<file path="config.mk">
export PLATFORM = sky130hd
export DESIGN_NAME = lcd_text_driver
export DESIGN_NICKNAME = d
export VERILOG_FILES = /design/src/rtl/lcd_text_driver.sv
export SDC_FILE = /design/constraint.sdc
export NUM_CORES = 1
export LEC_CHECK = 0
export BUFFER_PORTS_ARGS = -buffer_cell sky130_fd_sc_hd__buf_2
export CELL_PAD_IN_SITES_DETAIL_PLACEMENT = 0
export CELL_PAD_IN_SITES_GLOBAL_PLACEMENT = 1
export CORE_MARGIN = 1.5
export CORE_UTILIZATION = 40
export DETAILED_ROUTE_END_ITERATION = 12
export GPL_ROUTABILITY_DRIVEN = 1
export GPL_TIMING_DRIVEN = 0
export HOLD_SLACK_MARGIN = 0.06
export PLACE_DENSITY = 0.74
export SLEW_MARGIN = 15
export SYNTH_ARGS = -nofsm -noshare
export SYNTH_HDL_FRONTEND = slang
export SYNTH_SLANG_ARGS = --single-unit
</file>
<file path="constraint.sdc">
create_clock -name clk -period 2.95 [get_ports clk]
set_input_delay 0.1475 -clock clk [delete_from_list [all_inputs] [get_ports clk]]
set_output_delay 0.1475 -clock clk [all_outputs]
set_load 0.1 [all_outputs]
</file>
<file path="src/rtl/lcd_text_driver.sv">
// Refreshes an HD44780 16x2 LCD from a 32-character text source by scanning index 0..31.
// Optional LCD_4BIT_EN selects the nibble-wide bus; the default build drives all 8 data lines.
module lcd_text_driver #(
   parameter int POWERUP_CYC = 750000,
   parameter int CMD_CYC     = 2000,
   parameter int CLR_CYC     = 82000,
   parameter int E_HIGH_CYC  = 12
) (
   input  logic       clk,
   input  logic       rst,
   input  logic [7:0] char_in,
   output logic [4:0] index,
   output logic       lcd_e,
   output logic       lcd_rs,
   output logic       lcd_rw,
   output logic [7:0] lcd_data,
   output logic       init_done,
   output logic       frame_done
);
   localparam int MAX_A = (POWERUP_CYC > CLR_CYC) ? POWERUP_CYC : CLR_CYC;
   localparam int MAX_B = (CMD_CYC > E_HIGH_CYC + 4) ? CMD_CYC : E_HIGH_CYC + 4;
   localparam int MAX_C = (MAX_A > MAX_B) ? MAX_A : MAX_B;
   localparam int CNT_W = $clog2(MAX_C + 1);
`ifdef LCD_4BIT_EN
   localparam int NCMD  = 5;
`else
   localparam int NCMD  = 4;
`endif
   localparam int PTR_W = $clog2(NCMD);

   localparam logic [PTR_W-1:0] LAST_PTR  = PTR_W'(NCMD - 1);
   localparam logic [CNT_W-1:0] C_PWR     = CNT_W'(POWERUP_CYC - 1);
   localparam logic [CNT_W-1:0] C_CMD     = CNT_W'(CMD_CYC - 1);
   localparam logic [CNT_W-1:0] C_CLR     = CNT_W'(CLR_CYC - 1);
   localparam logic [CNT_W-1:0] C_EEND    = CNT_W'(E_HIGH_CYC + 1);
`ifdef LCD_4BIT_EN
   localparam logic [CNT_W-1:0] C_IDLE_END = CNT_W'(E_HIGH_CYC + 3);
`endif

   typedef enum logic [2:0] {S_PWRUP, S_INIT, S_SETLINE, S_FETCH, S_WRITE, S_WAIT} state_t;

   state_t           r_state;
   logic [CNT_W-1:0] r_cnt;
   logic [PTR_W-1:0] r_ptr;
   logic [4:0]       r_index;
   logic [7:0]       r_data;
   logic             r_e;
   logic             r_rs;
   logic             r_init_done;
   logic             r_frame_done;
   logic [CNT_W-1:0] w_wait_end;
`ifdef LCD_4BIT_EN
   logic             r_nib;
   logic             w_single;
`endif

   function automatic logic [7:0] init_cmd(input logic [PTR_W-1:0] p);
      logic [7:0] b;
`ifdef LCD_4BIT_EN
      case (int'(p))
         0:       b = 8'h20;
         1:       b = 8'h28;
         2:       b = 8'h0C;
         3:       b = 8'h06;
         default: b = 8'h01;
      endcase
`else
      case (int'(p))
         0:       b = 8'h38;
         1:       b = 8'h0C;
         2:       b = 8'h06;
         default: b = 8'h01;
      endcase
`endif
      return b;
   endfunction

   // Only the final init command (the clear) needs the long settle time.
   assign w_wait_end = (!r_init_done && r_ptr == LAST_PTR) ? C_CLR : C_CMD;

`ifdef LCD_4BIT_EN
   assign w_single = !r_init_done && (r_ptr == '0);
   assign lcd_data = r_nib ? {r_data[3:0], 4'h0} : {r_data[7:4], 4'h0};
`else
   assign lcd_data = r_data;
`endif

   assign index      = r_index;
   assign lcd_e      = r_e;
   assign lcd_rs     = r_rs;
   assign lcd_rw     = 1'b0;
   assign init_done  = r_init_done;
   assign frame_done = r_frame_done;

   always_ff @(posedge clk or negedge rst) begin
      if (!rst) begin
         r_state      <= S_PWRUP;
         r_cnt        <= '0;
         r_ptr        <= '0;
         r_index      <= '0;
         r_data       <= '0;
         r_e          <= 1'b0;
         r_rs         <= 1'b0;
         r_init_done  <= 1'b0;
         r_frame_done <= 1'b0;
`ifdef LCD_4BIT_EN
         r_nib        <= 1'b0;
`endif
      end else begin
         r_frame_done <= 1'b0;
         case (r_state)
            S_PWRUP: begin
               if (r_cnt == C_PWR) begin
                  r_cnt   <= '0;
                  r_ptr   <= '0;
                  r_data  <= init_cmd('0);
                  r_state <= S_INIT;
               end else begin
                  r_cnt <= r_cnt + 1'b1;
               end
            end
            // Command byte was loaded on entry, so this cycle is the first setup cycle.
            S_INIT, S_SETLINE: begin
               r_cnt   <= CNT_W'(1);
               r_state <= S_WRITE;
            end
            S_FETCH: begin
               if (r_cnt == CNT_W'(1)) begin
                  r_cnt   <= '0;
                  r_data  <= char_in;
                  r_rs    <= 1'b1;
                  r_state <= S_WRITE;
`ifdef LCD_4BIT_EN
                  r_nib   <= 1'b0;
`endif
               end else begin
                  r_cnt <= r_cnt + 1'b1;
               end
            end
            S_WRITE: begin
               r_cnt <= r_cnt + 1'b1;
               if (r_cnt == CNT_W'(1)) begin
                  r_e <= 1'b1;
               end
               if (r_cnt == C_EEND) begin
                  r_e <= 1'b0;
`ifdef LCD_4BIT_EN
                  if (r_nib || w_single) begin
                     r_cnt   <= '0;
                     r_state <= S_WAIT;
                  end
`else
                  r_cnt   <= '0;
                  r_state <= S_WAIT;
`endif
               end
`ifdef LCD_4BIT_EN
               // Two idle cycles after the high-nibble strobe, then restart setup for the low nibble.
               if (r_cnt == C_IDLE_END) begin
                  r_cnt <= '0;
                  r_nib <= 1'b1;
               end
`endif
            end
            S_WAIT: begin
               if (r_cnt == w_wait_end) begin
                  r_cnt <= '0;
                  if (!r_init_done || (r_rs && (r_index == 5'd15 || r_index == 5'd31))) begin
                     r_rs <= 1'b0;
`ifdef LCD_4BIT_EN
                     r_nib <= 1'b0;
`endif
                     if (!r_init_done) begin
                        if (r_ptr == LAST_PTR) begin
                           r_init_done <= 1'b1;
                           r_index     <= '0;
                           r_data      <= 8'h80;
                           r_state     <= S_SETLINE;
                        end else begin
                           r_ptr   <= r_ptr + 1'b1;
                           r_data  <= init_cmd(r_ptr + 1'b1);
                           r_state <= S_INIT;
                        end
                     end else begin
                        // 15 -> 16 selects line 2; 31 wraps to 0 and closes the frame.
                        r_index      <= r_index + 5'd1;
                        r_data       <= (r_index == 5'd15) ? 8'hC0 : 8'h80;
                        r_frame_done <= (r_index == 5'd31);
                        r_state      <= S_SETLINE;
                     end
                  end else begin
                     if (r_rs) begin
                        r_index <= r_index + 5'd1;
                     end
                     r_state <= S_FETCH;
                  end
               end else begin
                  r_cnt <= r_cnt + 1'b1;
               end
            end
            default: r_state <= S_PWRUP;
         endcase
      end
   end
endmodule

</file>
==> run metrics, run 1 <==
outcome completed; Tcrit/Tclk final ~91%; first-pass GRT wire length 11,100 um; Crit path required time between 3000 and 4000 ps; synthesized area 2650 sq um; dpl cell area about 2900 sq um; Max Cap Viol 0; number of synthesized flops with an enable pin 0; maximum VDD drop 161 uV; Synth top area share 39.7%; Cells after Synth 298; Root Driver clkbuf_8; TritonCTS clock tree built; residual DRC count 0; GR Util All Layers around 19%; vias in the first global route around 2,200; Fin Setup TNS 0 ps; Final Skew just under 10 ps; dominant synthesized flop cell dfrtp_1; area grow syn2layout 13.8%; Via Count 2,331; Sink Count 42; DP Worst Slack 27.5 ps; final instance area 3010 sq um; most frequent cells after synthesis dfrtp_1 (42), nand2_1 (32), o21ai_0 (20); H-tree Lvls 2; leak pwr 1.35 nW; unrepaired setup endpoints after global routing false; final design utilization 47.2%; Most Used Layer, Global Route met1; vias per cell 5.64; DIE AREA 7120 sq um; gpl congestion 0.813; Worst-Margin Slew 966 ps; Yosys cell types 50; core area ~6400 sq um; die width 84.4 um; Final HPWL DP between 4000 and 5000 um; CP arrival 2880 ps; Seq/Total Area, Yosys 39.7%; minimum clock period 2690 ps; clock buffer depth 2; Cell Rows 29; post-synth top area cell dfrtp_1; ys async rst share 100%; synthesis-stage register bit count between 40 and 50; layout net count 355; GR Util met1 29.6%; P per Cell Area ~330 nW/um^2; total CTS buffers 5; num ports 28; crit path launch type flop; PortBufs 26; Synth warnings 0; Global Route met2 Usage about 28%; Ant. Diodes 0; initial antenna violation count 0; syn_nets 318; Clock Latency Late Sink 290 ps; Die Height 84.4 um; initial core utilization 41.5%; top post-synthesis cells by area dfrtp_1 (40%), ha_1 (4.7%), nand2_1 (4.5%); Hold Path Class primary input to flop; Crit Path Class flop to flop; average cell area after synthesis 8.88 sq um; Routed wire per std cell 15.4 um; final setup fails 0; Max Fclk approximately 0.37 GHz; drt total wl roughly 6400 um; Worst setup EP type flop; max-slew violations 0; largest net degree at the start of global routing 43; Crit Path Max Fanout 8; Final Hold Viols 0; Slew HR 35.6%; total gr overflow 0; 1st-pass router iterations 4; min setup slack post-route 256 ps; drt first-iter violations about 140; met3 Usage GRT 3.64%; layout cells sized above 1 17.3%; Clk pin slew, worst setup/hold paths about 80 ps; count leader, synth dfrtp_1; antenna-violating nets left 0; total power draw about 1000 uW
## final timing paths
| path | from | end | slack [ps] | depth (start not counted) |
|---|---|---|---|---|
| worst max-delay path | r_ptr[0] | lcd_data[3] | 260 | 8 |
| worst min-delay path | char_in[4] | lcd_data[4] | 140 | 3 |
| worst max register to register | r_ptr[0] | lcd_data[3] | 260 | 8 |
| worst min register to register | lcd_data[6] | lcd_data[6] | 510 | 1 |
| max in group asynchronous | rst | r_cnt[0] | 1790 | 2 |
| min in group asynchronous | rst | r_state[0] | 550 | 2 |
## flip-flops by register name, summed over array words and instances (netlist names), 2 cells and up
register,flops
r_ptr,2
r_cnt,20
index,5
lcd_data,8
r_state,3
## placed cells by master (no fill, tap or decap), types with 4 or more instances in the layout
cell type,synthesis,routed
xnor2_1,5,5
nor2_1,17,17
nand2_1,32,32
dfrtp_1,42,42
nand4_1,6,6
and3_1,7,7
mux2i_1,4,4
clkbuf_8,0,6
o21ai_1,6,6
nor4_1,6,6
inv_1,15,15
buf_2,3,29
a21oi_1,19,19
buf_4,1,4
nand2b_1,6,6
nor2b_1,5,5
nand3_1,17,17
a22o_1,8,8
ha_1,10,10
clkbuf_1,12,13
o21ai_0,20,20
mux2_4,6,6
a31oi_1,9,9
## critical path: stages (launching register included)
cell and delay (ps):
dfrtp_1 460, ha_1 300, nor2b_1 200, or3_4 400, a2111oi_4 340, buf_4 200
o2111a_1 190, buf_6 170, mux2_4 310
## where the power goes
group / internal [mW] / switching [mW] / total, mW
Clock: 0.189 / 0.204 / 0.393
Sequential: 0.575 / 0 / 0.575
Combinational: 0.00595 / 0.0184 / 0.0243
Total: 0.770 / 0.222 / 0.992
## per-layer routing
metal  wire length (um)  up-vias
li1                   -     1144
met2               2780       54
met3                367       11
met5                  0        -
met4                 91        0
met1               3140     1122
## final cells by class
class,instances,area [sq um]
fillers,629,3370
inverters,16,60.1
repair buffers,30,163
flip-flops and latches,42,1050
clock inverters,1,5.00
clock buffers,7,86.3
multi-input cells,223,1470
well taps,77,96.3
plain buffers,17,78.8
## cell families (layout without fill, tap and decap cells)
logic type                 Yosys count  after routing  share of synthesized area [%]
buffers and inverters               33             71                           5.25
adders and majority gates           10             10                           4.73
muxes                               10             10                           4.92
DFF                                 42             42                           39.7
other                                1              1                          0.142
and+or+nand+nor                    112            112                           21.8
AOI/OAI and AO/OA                   82             82                           20.8
xor gates and xnor gates             8              8                           2.65
## through the flow
| step | hold slack, ps | instances |
|---|---|---|
| 6_report | 139 | 413 |
| 5_1_grt | 167 | 413 |
| 4_1_cts | 128 | 413 |
| 3_5_place_dp | 372 | 401 |
| 3_3_place_gp | 372 | 401 |
| 2_1_floorplan | -148 | 298 |
## repair_timing
item | 4_1_cts | 5_1_grt
endpoints found under the hold margin | 42 | 0
setup endpoints to repair | 2 | 5
gates resized for setup | 0 | 2
buffers inserted | 3 | 0
pin swaps | 1 | 0
hold buffers | 1 | 0
Note: power is estimated with default switching activity, not from simulation.
==> run 2, diff against run 1 <==
--- a/config.mk
+++ b/config.mk
@@ -14,7 +14,7 @@
 export GPL_ROUTABILITY_DRIVEN = 1
 export GPL_TIMING_DRIVEN = 0
 export HOLD_SLACK_MARGIN = 0.06
-export PLACE_DENSITY = 0.74
+export PLACE_DENSITY = 0.77
 export SLEW_MARGIN = 15
 export SYNTH_ARGS = -nofsm -noshare
 export SYNTH_HDL_FRONTEND = slang
==> constraint.sdc (replaced) <==
create_clock -name clk -period 2.31 [get_ports clk]
set_input_delay 0.1155 -clock clk [delete_from_list [all_inputs] [get_ports clk]]
set_output_delay 0.1155 -clock clk [all_outputs]
set_load 0.1 [all_outputs]
==> run metrics, run 2 (synthesis results as in run 1) <==
area grow syn2layout 25.3% (was 13.8%); dpl cell area 2940 sq um (was 2870 sq um); Final Skew 13.2 ps (was 9.80 ps); Routed wire per std cell 16.4 um (was 15.4 um); gpl congestion 0.790 (was 0.813); core area 6390 sq um (unchanged); total gr overflow 0 (unchanged); outcome finished, violations left (was completed); layout net count 367 (was 355); Hold Path Class primary input to flop (unchanged); violated checks setup timing; min setup slack post-route -37.0 ps (was 256 ps); crit-path most repeated cell buf_4; unrepaired setup endpoints after global routing true (was false); Crit Path Class flop to flop (unchanged); Fill cells 622 (was 629); slowest stage cell, crit path dfrtp_2 (was dfrtp_1); Max Fclk 0.426 GHz (was 0.371 GHz); Cell Rows 29 (unchanged); Hold WS 104 ps (was 139 ps); worst path cell trace ha_4 > nor2b_4 > or3_4 > a2111oi_4 > buf_4 > o211ai_2 > buf_4 > a21oi_1 > o21ai_1 (was ha_1 > nor2b_1 > or3_4 > a2111oi_4 > buf_4 > o2111a_1 > buf_6 > mux2_4); drt total wl 6970 um (was 6380 um); drt first-iter violations 106 (was 141); Sink Count 42 (unchanged); Final Hold Viols 0 (unchanged); total CTS buffers 5 (unchanged); Tcrit/Tclk final 102% (was 91.3%); crit path launch type flop (unchanged); initial antenna violation count 0 (unchanged); num ports 28 (unchanged); leak pwr 1.41 nW (was 1.35 nW); worst path buffer plus inverter count 2 (unchanged); Via Count 2,367 (was 2,331); largest net degree at the start of global routing 43 (unchanged); DP Worst Slack -448 ps (was 27.5 ps); most frequent cells in the layout nand2_1 (31), dfrtp_1 (31), buf_2 (27), nor2_1 (17), nand3_1 (16) (was dfrtp_1 (42), nand2_1 (32), buf_2 (29), o21ai_0 (20), a21oi_1 (19)); total power draw 1.28 mW (was 992 uW); Final HPWL DP 4550 um (was 4520 um); final setup fails 3 (was 0); max FFs per register 20 (unchanged); Clock Latency Late Sink 310 ps (was 290 ps); Root Driver clkbuf_8 (unchanged); GR Util All Layers 20.3% (was 19.5%); vias in the first global route 2,322 (was 2,196); 1st-pass router iterations 4 (unchanged); Worst setup EP type flop (unchanged); Worst-Margin Slew 975 ps (was 966 ps); initial core utilization 41.5% (unchanged); Crit Path Max Fanout 5 (was 8); residual DRC count 0 (unchanged); minimum clock period 2350 ps (was 2690 ps); Slew HR 35.0% (was 35.6%); PortBufs 26 (unchanged); Reg with most FFs r_cnt (unchanged); antenna-violating nets left 0 (unchanged); max-slew violations 0 (unchanged); maximum VDD drop 276 uV (was 161 uV); Clk pin slew, worst setup/hold paths 100 ps (was 80 ps); TritonCTS clock tree built (unchanged); Die Height 84.4 um (unchanged); Crit path max-delay family compound AO/OA/AOI/OAI gates (was simple AND/OR/NAND/NOR gates); Crit path required time 2510 ps (was 3130 ps); max incr delay on CP 440 ps (was 460 ps); H-tree Lvls 2 (unchanged); setup slack, reg-to-reg -40 ps (was 260 ps); layout cells sized above 1 31.0% (was 17.3%); final instance area 3320 sq um (was 3010 sq um); DIE AREA 7120 sq um (unchanged); Ant. Diodes 0 (unchanged); clock buffer depth 2 (unchanged); CP arrival 2540 ps (was 2880 ps); vias per cell 5.57 (was 5.64); first-pass GRT wire length 11,600 um (was 11,100 um); Max Cap Viol 0 (unchanged); die width 84.4 um (unchanged); P per Cell Area 385 nW/um^2 (was 329 nW/um^2)
## run 2: changes by cell type in the layout (fill, tap and decap cells not counted), sizes merged
| cell | change |
|---|---|
| inv | +1 |
| clkbuf | -4 |
| o211ai | +1 |
| buf | +13 |
| clkinvlp | +1 |
## run 2: final cells by class
type	count	area [sq um]	area share, %
plain buffers	15	83.8	2.53
clock buffers	5	68.8	2.07
clock inverters	3	25.0	0.754
inverters	16	60.1	1.81
multi-input cells	224	1640	49.4
flip-flops and latches	42	1070	32.3
well taps	77	96.3	2.90
repair buffers	43	272	8.19
## run 2: timing repair
item / 4_1_cts / 5_1_grt
pin swaps: 2 / 8
setup endpoints to repair: 39 / 36
buffers inserted: 7 / 7
hold buffers: 1 / 0
resized for setup: 14 / 27
gates cloned: 2 / 1
endpoints found under the hold margin: 42 / 0
## run 2: through the flow
stage               std cells  setup TNS, ps  utilization, %
floorplan                 298          -1430               -
global placement          401         -10560            46.0
detailed placement        401         -10660            46.0
CTS                       419              0            49.5
global route              425          -2530            51.9
finish                    425          -67.7            51.9
## run 2: power by group
group | switching [mW] | leakage [nW] | internal [mW]
combinational | 0.0239 | 0.823 | 0.00761
clock | 0.292 | 0.0447 | 0.219
sequential | 0 | 0.544 | 0.734
## run 2: path summary, 6_finish.rpt
path,to,startpoint,depth (start not counted)
setup / recovery,r_cnt[8],r_ptr[1],9
hold / removal,lcd_data[5],char_in[5],3
setup reg to reg,r_cnt[8],r_ptr[1],9
hold reg to reg,lcd_e,lcd_e,2
max in group asynchronous,init_done,rst,2
min in group asynchronous,index[2],rst,2
## run 2: layer usage
layer  routed length [um]  vias to the layer above  GRT usage, %
li1                     -                     1176             -
met2                 3140                       40          32.3
met1                 3420                     1137          28.1
met3                  267                       14          3.83
met5                    0                        -             0
met4                  151                        0          6.45
## run 2: tightest hold or removal path: stages
cell	delay, ps
buf_2	70
a21oi_1	50
mux2i_1	130
==> run 3, diff against run 2 <==
--- a/config.mk
+++ b/config.mk
@@ -15,6 +15,7 @@
 export GPL_TIMING_DRIVEN = 0
 export HOLD_SLACK_MARGIN = 0.06
 export PLACE_DENSITY = 0.77
+export SETUP_SLACK_MARGIN = 0.15
 export SLEW_MARGIN = 15
 export SYNTH_ARGS = -nofsm -noshare
 export SYNTH_HDL_FRONTEND = slang
==> run metrics, run 3 (synthesis results as in run 1) <==
outcome finished, violations left (unchanged); violated checks setup timing (unchanged); initial antenna violation count 0 (unchanged); total gr overflow 0 (unchanged); TritonCTS clock tree built (unchanged); core area 6390 sq um (unchanged); GR Util All Layers 20.3% (about the same); layout net count 377 (was 367); Max Cap Viol 0 (unchanged); max incr delay on CP 440 ps (about the same); max FFs per register 20 (unchanged); clock buffer depth 2 (unchanged); Cell Rows 29 (unchanged); total CTS buffers 5 (unchanged); final setup fails 22 (was 3); maximum VDD drop 309 uV (was 276 uV); vias per cell 5.65 (was 5.57); Crit Path Class flop to flop (unchanged); total power draw 1.28 mW (about the same); CP Launch Point r_ptr[0] (was r_ptr[1]); num ports 28 (unchanged); Clk pin slew, worst setup/hold paths 100 ps (about the same); Crit path required time 2510 ps (about the same); drt first-iter violations 122 (was 106); Via Count 2,456 (was 2,367); vias in the first global route 2,306 (was 2,322); R2R Path Start r_ptr[0] (was r_ptr[1]); Crit Path Max Fanout 5 (unchanged); H-tree Lvls 2 (unchanged); Max Fclk 0.420 GHz (was 0.426 GHz); commonest non-fill, non-tap cell in the layout dfrtp_1; Hold Path Class primary input to flop (unchanged); residual DRC count 0 (unchanged); gpl congestion 0.829 (was 0.790); Ant. Diodes 0 (unchanged); Sink Count 42 (unchanged); Worst setup EP type flop (unchanged); Reg with most FFs r_cnt (unchanged); Root Driver clkbuf_8 (unchanged); PortBufs 26 (unchanged); Final Hold Viols 0 (unchanged); min setup slack post-route -68.2 ps (was -37.0 ps); P per Cell Area 370 nW/um^2 (was 385 nW/um^2); hold wc startpoint char_in[4] (was char_in[5]); DIE AREA 7120 sq um (unchanged); Clock Latency Late Sink 300 ps (was 310 ps); Final HPWL DP 4530 um (was 4550 um); largest net degree at the start of global routing 43 (unchanged); Fill cells 602 (was 622); most frequent cells in the layout dfrtp_1 (32), nand2_1 (29), buf_2 (28), nor2_1 (17), nand3_1 (17) (was nand2_1 (31), dfrtp_1 (31), buf_2 (27), nor2_1 (17), nand3_1 (16)); Slew HR 33.8% (was 35.0%); first-pass GRT wire length 11,600 um (about the same); Final Skew 13.3 ps (was 13.2 ps); leak pwr 1.48 nW (was 1.41 nW); minimum clock period 2380 ps (was 2350 ps); crit path launch type flop (unchanged); Tcrit/Tclk final 103% (was 102%); Worst-Margin Slew 994 ps (was 975 ps); area grow syn2layout 30.6% (was 25.3%); drt total wl 7240 um (was 6970 um); antenna-violating nets left 0 (unchanged); CP arrival 2570 ps (was 2540 ps); Routed wire per std cell 16.6 um (was 16.4 um); 1st-pass router iterations 4 (unchanged); Die Height 84.4 um (unchanged); layout cells sized above 1 33.5% (was 31.0%); DP Worst Slack -462 ps (was -448 ps); max-slew violations 0 (unchanged); die width 84.4 um (unchanged); slowest stage cell, crit path dfrtp_2 (unchanged); worst path cell trace ha_4 > nor2b_4 > or3_4 > a2111oi_4 > buf_4 > o211ai_2 > buf_6 > a22o_1 (was ha_4 > nor2b_4 > or3_4 > a2111oi_4 > buf_4 > o211ai_2 > buf_4 > a21oi_1 > o21ai_1); unrepaired setup endpoints after global routing true (unchanged); initial core utilization 41.5% (unchanged)
==> run 3: cell count changes in the layout (fill, tap and decap cells not counted), sizes merged <==
cell,before,now
buf,47,54
clkbuf,15,18
==> run 3: where the power goes <==
| part | switching, mW | internal [mW] | leakage, nW |
|---|---|---|---|
| clock | 0.296 | 0.219 | 0.0447 |
| combinational | 0.0241 | 0.00761 | 0.895 |
| sequential | 0 | 0.734 | 0.544 |
==> run 3: area by class of cell <==
type                            count  area, sq um  area share [%]
Inverter                           16         62.6            1.81
Multi-Input combinational cell    224         1680            48.4
Buffer                             17         97.6            2.82
Sequential cell                    42         1070            31.0
Timing Repair Buffer               51          362            10.5
Tap cell                           77         96.3            2.79
Clock inverter                      3         25.0           0.724
Clock buffer                        5         68.8            1.99
==> run 3: worst max-delay path: cells and delay by family, from the launching register on <==
family / cells / cell delay (ps)
adders and majority gates: 1 / 160
AOI/OAI and AO/OA: 3 / 780
buffers and inverters: 2 / 410
DFF: 1 / 440
and+or+nand+nor: 2 / 470
==> run 3: timing repair <==
| item | CTS | global route |
|---|---|---|
| gates cloned | 1 | 2 |
| endpoints found under the setup margin | 40 | 40 |
| setup buffers | 17 | 5 |
| resized for setup | 29 | 21 |
| endpoints found under the hold margin | 42 | 0 |
| pin swaps | 10 | 8 |
| hold buffers | 1 | 0 |
==> run 3: per-layer routing <==
layer	share of wire (%)	vias up	GRT usage [%]	routed length, um
li1	-	1195	-	-
met1	47	1195	28.4	3410
met2	47	55	32.5	3420
met3	3.8	11	3.83	277
met4	1.8	0	5.57	132
met5	0	-	0	0
==> run 3: worst paths after layout <==
path / slack (ps) / end / cells after the start
max: -70 / r_cnt[6] / 8
min: 110 / lcd_data[4] / 3
max reg2reg: -70 / r_cnt[6] / 8
min reg2reg: 520 / lcd_e / 2
max in group asynchronous: 1080 / init_done / 2
min in group asynchronous: 520 / index[0] / 2
==> run 3: through the flow <==
stage	cells	setup TNS (ps)	hold WS [ps]	util [%]	area, sq um
6_report	435	-752	110	54.2	3460
5_1_grt	435	-3890	143	54.2	3460
4_1_cts	428	-144	119	52.0	3320
3_5_place_dp	401	-11380	344	46.2	2950
3_3_place_gp	401	-9960	340	46.2	2950
2_1_floorplan	298	-1430	-180	-	2720
